==> src/rtl/req5_arbiter.sv <==
// Five-requester arbiter: fixed priority (or rotating priority when ARB5_ROUND_ROBIN_EN
// is defined) with ownership hold, release gap, hold timeout and post-timeout masking.
module req5_arbiter #(
    parameter int HOLD_MAX  = 255,
    parameter int CNT_WIDTH = 8
) (
    input  logic       C,
    input  logic       R,
    input  logic [4:0] REQ,
    output logic [4:0] GNT,
    output logic [2:0] GNT_ID,
    output logic       BUSY,
    output logic       TIMEOUT,
    output logic [1:0] dbg_state
);

    // Handshake: a requester holds REQ high to ask for and keep the resource; GNT is
    // the registered answer and dropping REQ is the only way to hand it back early.

    typedef enum logic [1:0] {
        IDLE = 2'd0,
        OWN  = 2'd1,
        GAP  = 2'd2
    } state_t;

    localparam logic [CNT_WIDTH-1:0] HOLD_LIM = CNT_WIDTH'(HOLD_MAX);
    localparam logic [2:0]           NO_ID    = 3'd7;

    state_t               state_q, state_d;
    logic [4:0]           gnt_q, gnt_d;
    logic [2:0]           gnt_id_q, gnt_id_d;
    logic                 busy_q, busy_d;
    logic                 timeout_q, timeout_d;
    logic [4:0]           mask_q, mask_d;
    logic [CNT_WIDTH-1:0] cnt_q, cnt_d;
    logic [4:0]           cand;
    logic [2:0]           start;
    logic [2:0]           win;
    logic                 owner_req;

`ifdef ARB5_ROUND_ROBIN_EN
    logic [2:0] ptr_q, ptr_d;
    assign start = ptr_q;
`else
    assign start = 3'd0;
`endif

    // First requester in cand, searching upward from start and wrapping 4 -> 0.
    function automatic logic [2:0] pick(input logic [4:0] c, input logic [2:0] s);
        logic [3:0] idx;
        logic       found;
        pick  = NO_ID;
        found = 1'b0;
        for (int k = 0; k < 5; k++) begin
            idx = {1'b0, s} + 4'(k);
            if (idx > 4'd4) idx = idx - 4'd5;
            if (!found && c[idx[2:0]]) begin
                pick  = idx[2:0];
                found = 1'b1;
            end
        end
    endfunction

    assign cand      = REQ & ~mask_q;
    assign win       = pick(cand, start);
    assign owner_req = |(REQ & gnt_q);

    always_comb begin
        state_d   = state_q;
        gnt_d     = gnt_q;
        gnt_id_d  = gnt_id_q;
        timeout_d = 1'b0;
        mask_d    = mask_q & REQ;
        cnt_d     = cnt_q;
`ifdef ARB5_ROUND_ROBIN_EN
        ptr_d     = ptr_q;
`endif
        case (state_q)
            IDLE: begin
                if (|cand) begin
                    gnt_d    = 5'd1 << win;
                    gnt_id_d = win;
                    cnt_d    = '0;
                    state_d  = OWN;
`ifdef ARB5_ROUND_ROBIN_EN
                    ptr_d    = (win == 3'd4) ? 3'd0 : win + 3'd1;
`endif
                end
            end
            OWN: begin
                // Release is checked first so a release coinciding with the limit
                // never masks the requester or pulses TIMEOUT.
                if (!owner_req) begin
                    gnt_d    = '0;
                    gnt_id_d = NO_ID;
                    state_d  = GAP;
                end else if (HOLD_MAX != 0 && cnt_q == HOLD_LIM) begin
                    gnt_d     = '0;
                    gnt_id_d  = NO_ID;
                    timeout_d = 1'b1;
                    mask_d    = mask_d | gnt_q;
                    state_d   = GAP;
                end else if (cnt_q != '1) begin
                    cnt_d = cnt_q + CNT_WIDTH'(1);
                end
            end
            GAP: begin
                state_d = IDLE;
            end
            default: begin
                gnt_d    = '0;
                gnt_id_d = NO_ID;
                state_d  = IDLE;
            end
        endcase
        busy_d = |gnt_d;
    end

    always_ff @(posedge C) begin
        if (R) begin
            state_q   <= IDLE;
            gnt_q     <= '0;
            gnt_id_q  <= NO_ID;
            busy_q    <= 1'b0;
            timeout_q <= 1'b0;
            mask_q    <= '0;
            cnt_q     <= '0;
`ifdef ARB5_ROUND_ROBIN_EN
            ptr_q     <= 3'd0;
`endif
        end else begin
            state_q   <= state_d;
            gnt_q     <= gnt_d;
            gnt_id_q  <= gnt_id_d;
            busy_q    <= busy_d;
            timeout_q <= timeout_d;
            mask_q    <= mask_d;
            cnt_q     <= cnt_d;
`ifdef ARB5_ROUND_ROBIN_EN
            ptr_q     <= ptr_d;
`endif
        end
    end

    assign GNT       = gnt_q;
    assign GNT_ID    = gnt_id_q;
    assign BUSY      = busy_q;
    assign TIMEOUT   = timeout_q;
    assign dbg_state = state_q;

endmodule

==> config.mk <==
export PLATFORM = sky130hd
export DESIGN_NAME = req5_arbiter
export DESIGN_NICKNAME = d
export VERILOG_FILES = /design/src/rtl/req5_arbiter.sv
export SDC_FILE = /design/constraint.sdc
export NUM_CORES = 1
export LEC_CHECK = 0
export ABC_CLOCK_PERIOD_IN_PS = 2500
export CORE_UTILIZATION = 45
export CTS_CLUSTER_DIAMETER = 150
export CTS_CLUSTER_SIZE = 12
export DETAILED_ROUTE_END_ITERATION = 16
export HOLD_SLACK_MARGIN = 0.03
export PLACE_DENSITY = 0.69
export SYNTH_ARGS = -nofsm -noshare
export SYNTH_HDL_FRONTEND = slang
export SYNTH_SLANG_ARGS = --single-unit
==> constraint.sdc <==
create_clock -name C -period 2.5 [get_ports C]
set_input_delay 0.5 -clock C [delete_from_list [all_inputs] [get_ports C]]
set_output_delay 0.5 -clock C [all_outputs]
set_load 0.005 [all_outputs]
==> flow_summary.ini, run 1 <==
[floorplan]
fp-row-count = 18
die_y_um = 54.4
fp.dieW_um = 54.4
io_pins = 19
initial_core_util_pct = 48.6
core_area_mm2 = 0.00254
dieArea_mm2 = 0.00296

[clock_tree]
path_clk_slew_ns = 0.14
hold_buffers = 0
worstSkewPairLatency_ns = 0.32
htree_levels = 1
cts.path.max_buffers = 2
postCtsSetupRepairBufs = 0
clkSinkCount = 25
cts_root_buf = clkbuf_4
cts_tree = yes
cts_buffers = 3
cts_resized = 0

[place]
gp_congestion = 0.791
dpl_cell_area_mm2 = 0.00144
portBuffers = 18
dpl.hpwl_um = 2190

[synthesis]
synth-edff-count = 0
synthTopCellsByArea = dfxtp_1, nand2_1, nor2_1
yosysWarnings = 0
yosysSeqAreaShare_pct = 40.4
synthArstFlopShare_pct = 0
synth_common_cells = dfxtp_1, nand2_1, nor2_1
synth_cells = 143
yosys.cell_types.count = 47
synth_top_area_cell = dfxtp_1
synth_ff_type = dfxtp_1
syn_area_mm2 = 0.00124
synth_top_area_share_pct = 40.4
synth_fp_nets = 151
synth_most_common_cell = dfxtp_1
syn-mean-instance-area_um2 = 8.65
yosys_register_bits = 25

[power]
p_comb_share_pct = 20.3
p_int_uw = 556
switchingPower_uw = 229
power_leakage_nw = 0.506
netSwitchingFraction_pct = 29.1
power_density_mw_per_mm2 = 534
power.share.sequential_pct = 56.0
power_uw = 785
max-vdd-ir-drop_uv = 331
power.share.clock_pct = 23.8

[detailed_routing]
met3_wirelength_um = 137
wl_met2_um = 1470
drt_iter0_markers = 36
route.top_layer_used = met4
wl_per_cell_um = 15.4
via_per_inst = 6.05
firstDrtPassIters = 5
wl_um = 2960
met1_length_um = 1320
ant_nets = 0
via_count = 1161
drc = 0

[finish]
diodes = 0
nets = 171
stdcell_area_mm2 = 0.00147
syn2layout_area_growth_pct = 18.7
drive_gt1_share_pct = 7.41
utilization_pct = 57.7
fillers = 248

[grt]
track_usage_pct = 22.3
grt_max_degree = 14
antenna_found_initial = 0
grt_pass1_wl_um = 4630
grt_pass1_vias = 1057
grt_overflow = 0

[critical_path]
arrival_ns = 1.47
path_delay_family = buffers and inverters
slowest_delay_ns = 0.58
crit_buf_inv = 1
crit_type = register to primary output
crit_required_ns = 2.00
crit_fanout = 10
cp_cell_sequence = clkdlybuf4s50_1
cpMaxStageDelayCell = clkdlybuf4s50_1
crit_path_end_kind = primary output
cp-start-kind = register

[sta]
hold_viol = 0
finalCriticalPeriod_ns = 1.97
clock-skew-final_ns = 0.00286
worstMarginPinSlew_ns = 0.415
setup-violations-final = 0
min_period_over_period_pct = 78.7
fin_setup_tns_ns = 0
whs_ns = 0.464
drv_slew = 0
max_slew_margin_pct = 72.1
fmax_ghz = 0.508
rsz0062_at_grt = no

[run]
max_cap_violations = 0

[min_path]
min-delay-path-class = register to register

[status]
outcome = complete, no violations
[placed cells by master, fill, tap and decap left out, types with 2 or more instances in the layout]
cell type / instances
o211ai_1: 2
nand3_1: 7
o32a_1: 3
nand2_1: 18
a32o_1: 2
nor2_1: 13
nand4b_1: 2
o21ai_1: 7
dfxtp_1: 25
a21oi_2: 2
inv_1: 3
o21a_1: 2
nor2b_1: 3
nand2b_1: 7
clkdlybuf4s50_1: 18
a31o_1: 2
nand4_1: 4
nor3_1: 3
clkbuf_4: 3
xor2_1: 2
a21oi_1: 7
[per-layer routing]
layer / up-vias / track usage [%]
li1: 560 / -
met1: 557 / 26.1
met5: - / 0
met2: 39 / 40.4
met4: 0 / 8.12
met3: 5 / 3.33
[sequential cells by signal, indices dropped and copies added (netlist names)]
signal,count
dbg_state,2
BUSY,1
mask_q,5
GNT,5
GNT_ID,3
TIMEOUT,1
cnt_q,8
[final cells by class]
type,instances,area (um2),area share (%)
Timing Repair Buffer,19,188,12.8
Inverter,3,11.3,0.767
Multi-Input combinational cell,111,706,48.0
Sequential cell,25,500,34.1
Tap cell,30,37.5,2.56
Clock buffer,4,26.3,1.79
[path summary, 6_finish.rpt]
| path | from | end | slack, ns | cells after the start |
|---|---|---|---|---|
| max | dbg_state[1] | dbg_state[1] | 0.53 | 1 |
| min | mask_q[3] | mask_q[3] | 0.46 | 2 |
| max reg2reg | cnt_q[0] | cnt_q[1] | 0.68 | 6 |
| min reg2reg | mask_q[3] | mask_q[3] | 0.46 | 2 |
[stage by stage]
stage	cells	setup slack (ns)
3_5_place_dp	188	0.221
3_3_place_gp	188	0.302
2_1_floorplan	143	0.919
6_report	192	0.533
5_1_grt	192	0.439
4_1_cts	192	0.527
[power by group through the flow]
stage	Sequential [mW]	Clock [mW]	Combinational, mW
after floorplan	0.441	0	0.0966
after global placement	0.448	0	0.155
after detailed placement	0.448	0	0.157
after CTS	0.440	0.191	0.158
after global routing	0.443	0.199	0.173
final	0.439	0.186	0.159
[logic make-up after synthesis]
family	count (synthesis)	share of synthesized area, %
AO/OA/AOI/OAI	38	23.5
XOR/XNOR	3	2.12
adder cells (fa/ha/maj)	1	1.01
buffers and inverters	7	2.53
flip-flops	25	40.4
multiplexers	1	0.809
AND/OR/NAND/NOR	68	29.6
Note: power is estimated with default switching activity, not from simulation.
==> run 2: changes to the inputs <==
--- a/config.mk
+++ b/config.mk
@@ -5,7 +5,7 @@
 export SDC_FILE = /design/constraint.sdc
 export NUM_CORES = 1
 export LEC_CHECK = 0
-export ABC_CLOCK_PERIOD_IN_PS = 2500
+export ABC_CLOCK_PERIOD_IN_PS = 1900
 export CORE_UTILIZATION = 45
 export CTS_CLUSTER_DIAMETER = 150
 export CTS_CLUSTER_SIZE = 12
==> constraint.sdc (replaced) <==
create_clock -name C -period 1.9 [get_ports C]
set_input_delay 0.38 -clock C [delete_from_list [all_inputs] [get_ports C]]
set_output_delay 0.38 -clock C [all_outputs]
set_load 0.005 [all_outputs]
==> flow_summary.ini, run 2 (synthesized netlist as in run 1, its figures left out) <==
[status]
outcome = complete, no violations

[finish]
diodes = 0
regMostFlops = cnt_q
nets = 185
syn2layout_area_growth_pct = 27.4
layout_common_cells = dfxtp_1, nand2_1, clkdlybuf4s50_1, buf_4, nor2_1
drive_gt1_share_pct = 15.3
finalNonFillerCells = 206
fillers = 241
largest_reg_flops = 8
final_common_cell = dfxtp_1

[detailed_routing]
via_per_inst = 5.78
ant_nets = 0
firstDrtPassIters = 4
drc = 0
drt_iter0_markers = 38
via_count = 1191
wl_um = 2930
wl_per_cell_um = 14.2

[sta]
fmax_ghz = 0.552
worstMarginPinSlew_ns = 0.378
fin_setup_tns_ns = 0
hold_viol = 0
drv_slew = 0
setup-violations-final = 0
finalCriticalPeriod_ns = 1.81
max_slew_margin_pct = 74.6
setup_slack_ns = 0.0870
rsz0062_at_grt = no
min_period_over_period_pct = 95.4
clock-skew-final_ns = 0.00476

[critical_path]
crit_path_end_kind = primary output
crit_type = register to primary output
crit_fanout = 10
crit_buf_inv = 1
cp-start-kind = register
cp_cell_sequence = clkdlybuf4s50_1
crit_required_ns = 1.52
cpMaxStageDelayCell = clkdlybuf4s50_1
arrival_ns = 1.43
path_delay_family = buffers and inverters
slowest_delay_ns = 0.57

[floorplan]
core_area_mm2 = 0.00254
fp.dieW_um = 54.4
dieArea_mm2 = 0.00296
io_pins = 19
fp-row-count = 18
initial_core_util_pct = 48.6
die_y_um = 54.4

[power]
power_leakage_nw = 0.573
power.share.clock_pct = 22.3
power.share.sequential_pct = 55.9
power_mw = 1.04
netSwitchingFraction_pct = 28.1
max-vdd-ir-drop_uv = 440
p_comb_share_pct = 21.8
p_int_uw = 745
power_density_mw_per_mm2 = 657
switchingPower_uw = 291

[clock_tree]
clkSinkCount = 25
cts_root_buf = clkbuf_4
cts_tree = yes
cts.path.max_buffers = 2
hold_buffers = 0
cts_buffers = 3
worstSkewPairLatency_ns = 0.31
path_clk_slew_ns = 0.13
htree_levels = 1

[grt]
grt_pass1_vias = 1037
met2_usage_pct = 37.4
grt_overflow = 0
busiest_layer = met2
grt_max_degree = 14
antenna_found_initial = 0
grt_use_met1_pct = 29.4
globalRouteMet3Util_pct = 2.50
track_usage_pct = 22.3
grt_pass1_wl_um = 4630

[place]
dp_slack_ns = -0.156
dpl.hpwl_um = 2240
dp.cells = 200
portBuffers = 18
gp_congestion = 0.864

[run]
max_cap_violations = 0

[min_path]
min-delay-path-class = register to register
## run 2: cell types whose count changed in the layout (fill, tap and decap cells not counted)
| cell | delta |
|---|---|
| buf_4 | +14 |
| nor2_1 | -1 |
| nor2_2 | +1 |
## run 2: path summary, 6_finish.rpt
check,to,slack (ns),cells after the start,startpoint
setup / recovery,dbg_state[1],0.09,1,dbg_state[1]
hold / removal,mask_q[2],0.47,2,mask_q[2]
setup reg to reg,GNT_ID[0],0.16,6,cnt_q[0]
hold reg to reg,mask_q[2],0.47,2,mask_q[2]
## run 2: timing repair
item / in CTS / in global routing
setup buffers: 0 / 2
gates resized for setup: 0 / 1
setup endpoints to repair: 0 / 4
## run 2: worst reg2reg max path: stages, from the launching register on
cell and delay, ns:
dfxtp_1 0.38, ha_1 0.26, nand4_1 0.20, o21a_2 0.23
nand2_2 0.09, and2_1 0.19, o32a_1 0.30
## run 2: layer usage
layer	wire (um)	vias to the layer above
met5	0	-
met4	0	0
met3	123	0
met2	1400	37
met1	1410	560
li1	-	594
## run 2: layout make-up
| type | instances | area, um2 | share of cell area (%) |
|---|---|---|---|
| clock buffers | 4 | 26.3 | 1.67 |
| inverters | 3 | 11.3 | 0.714 |
| multi-input cells | 111 | 708 | 44.9 |
| flip-flops and latches | 25 | 500 | 31.7 |
| well taps | 30 | 37.5 | 2.38 |
| repair buffers | 33 | 293 | 18.6 |
## run 2: per-stage QoR
stage | hold WS (ns) | cell area, um2 | util [%]
2_1_floorplan | 0.430 | 1240 | -
3_3_place_gp | 0.444 | 1530 | 60.2
3_5_place_dp | 0.449 | 1530 | 60.2
4_1_cts | 0.469 | 1560 | 61.3
5_1_grt | 0.489 | 1580 | 61.9
6_report | 0.470 | 1580 | 61.9
## run 2: power groups by stage
stage / sequential (mW) / combinational (mW) / clock, mW
4_1_cts: 0.578 / 0.223 / 0.243
5_1_grt: 0.583 / 0.246 / 0.263
3_5_place_dp: 0.590 / 0.221 / 0
2_1_floorplan: 0.581 / 0.127 / 0
3_3_place_gp: 0.589 / 0.220 / 0
6_report: 0.579 / 0.226 / 0.231
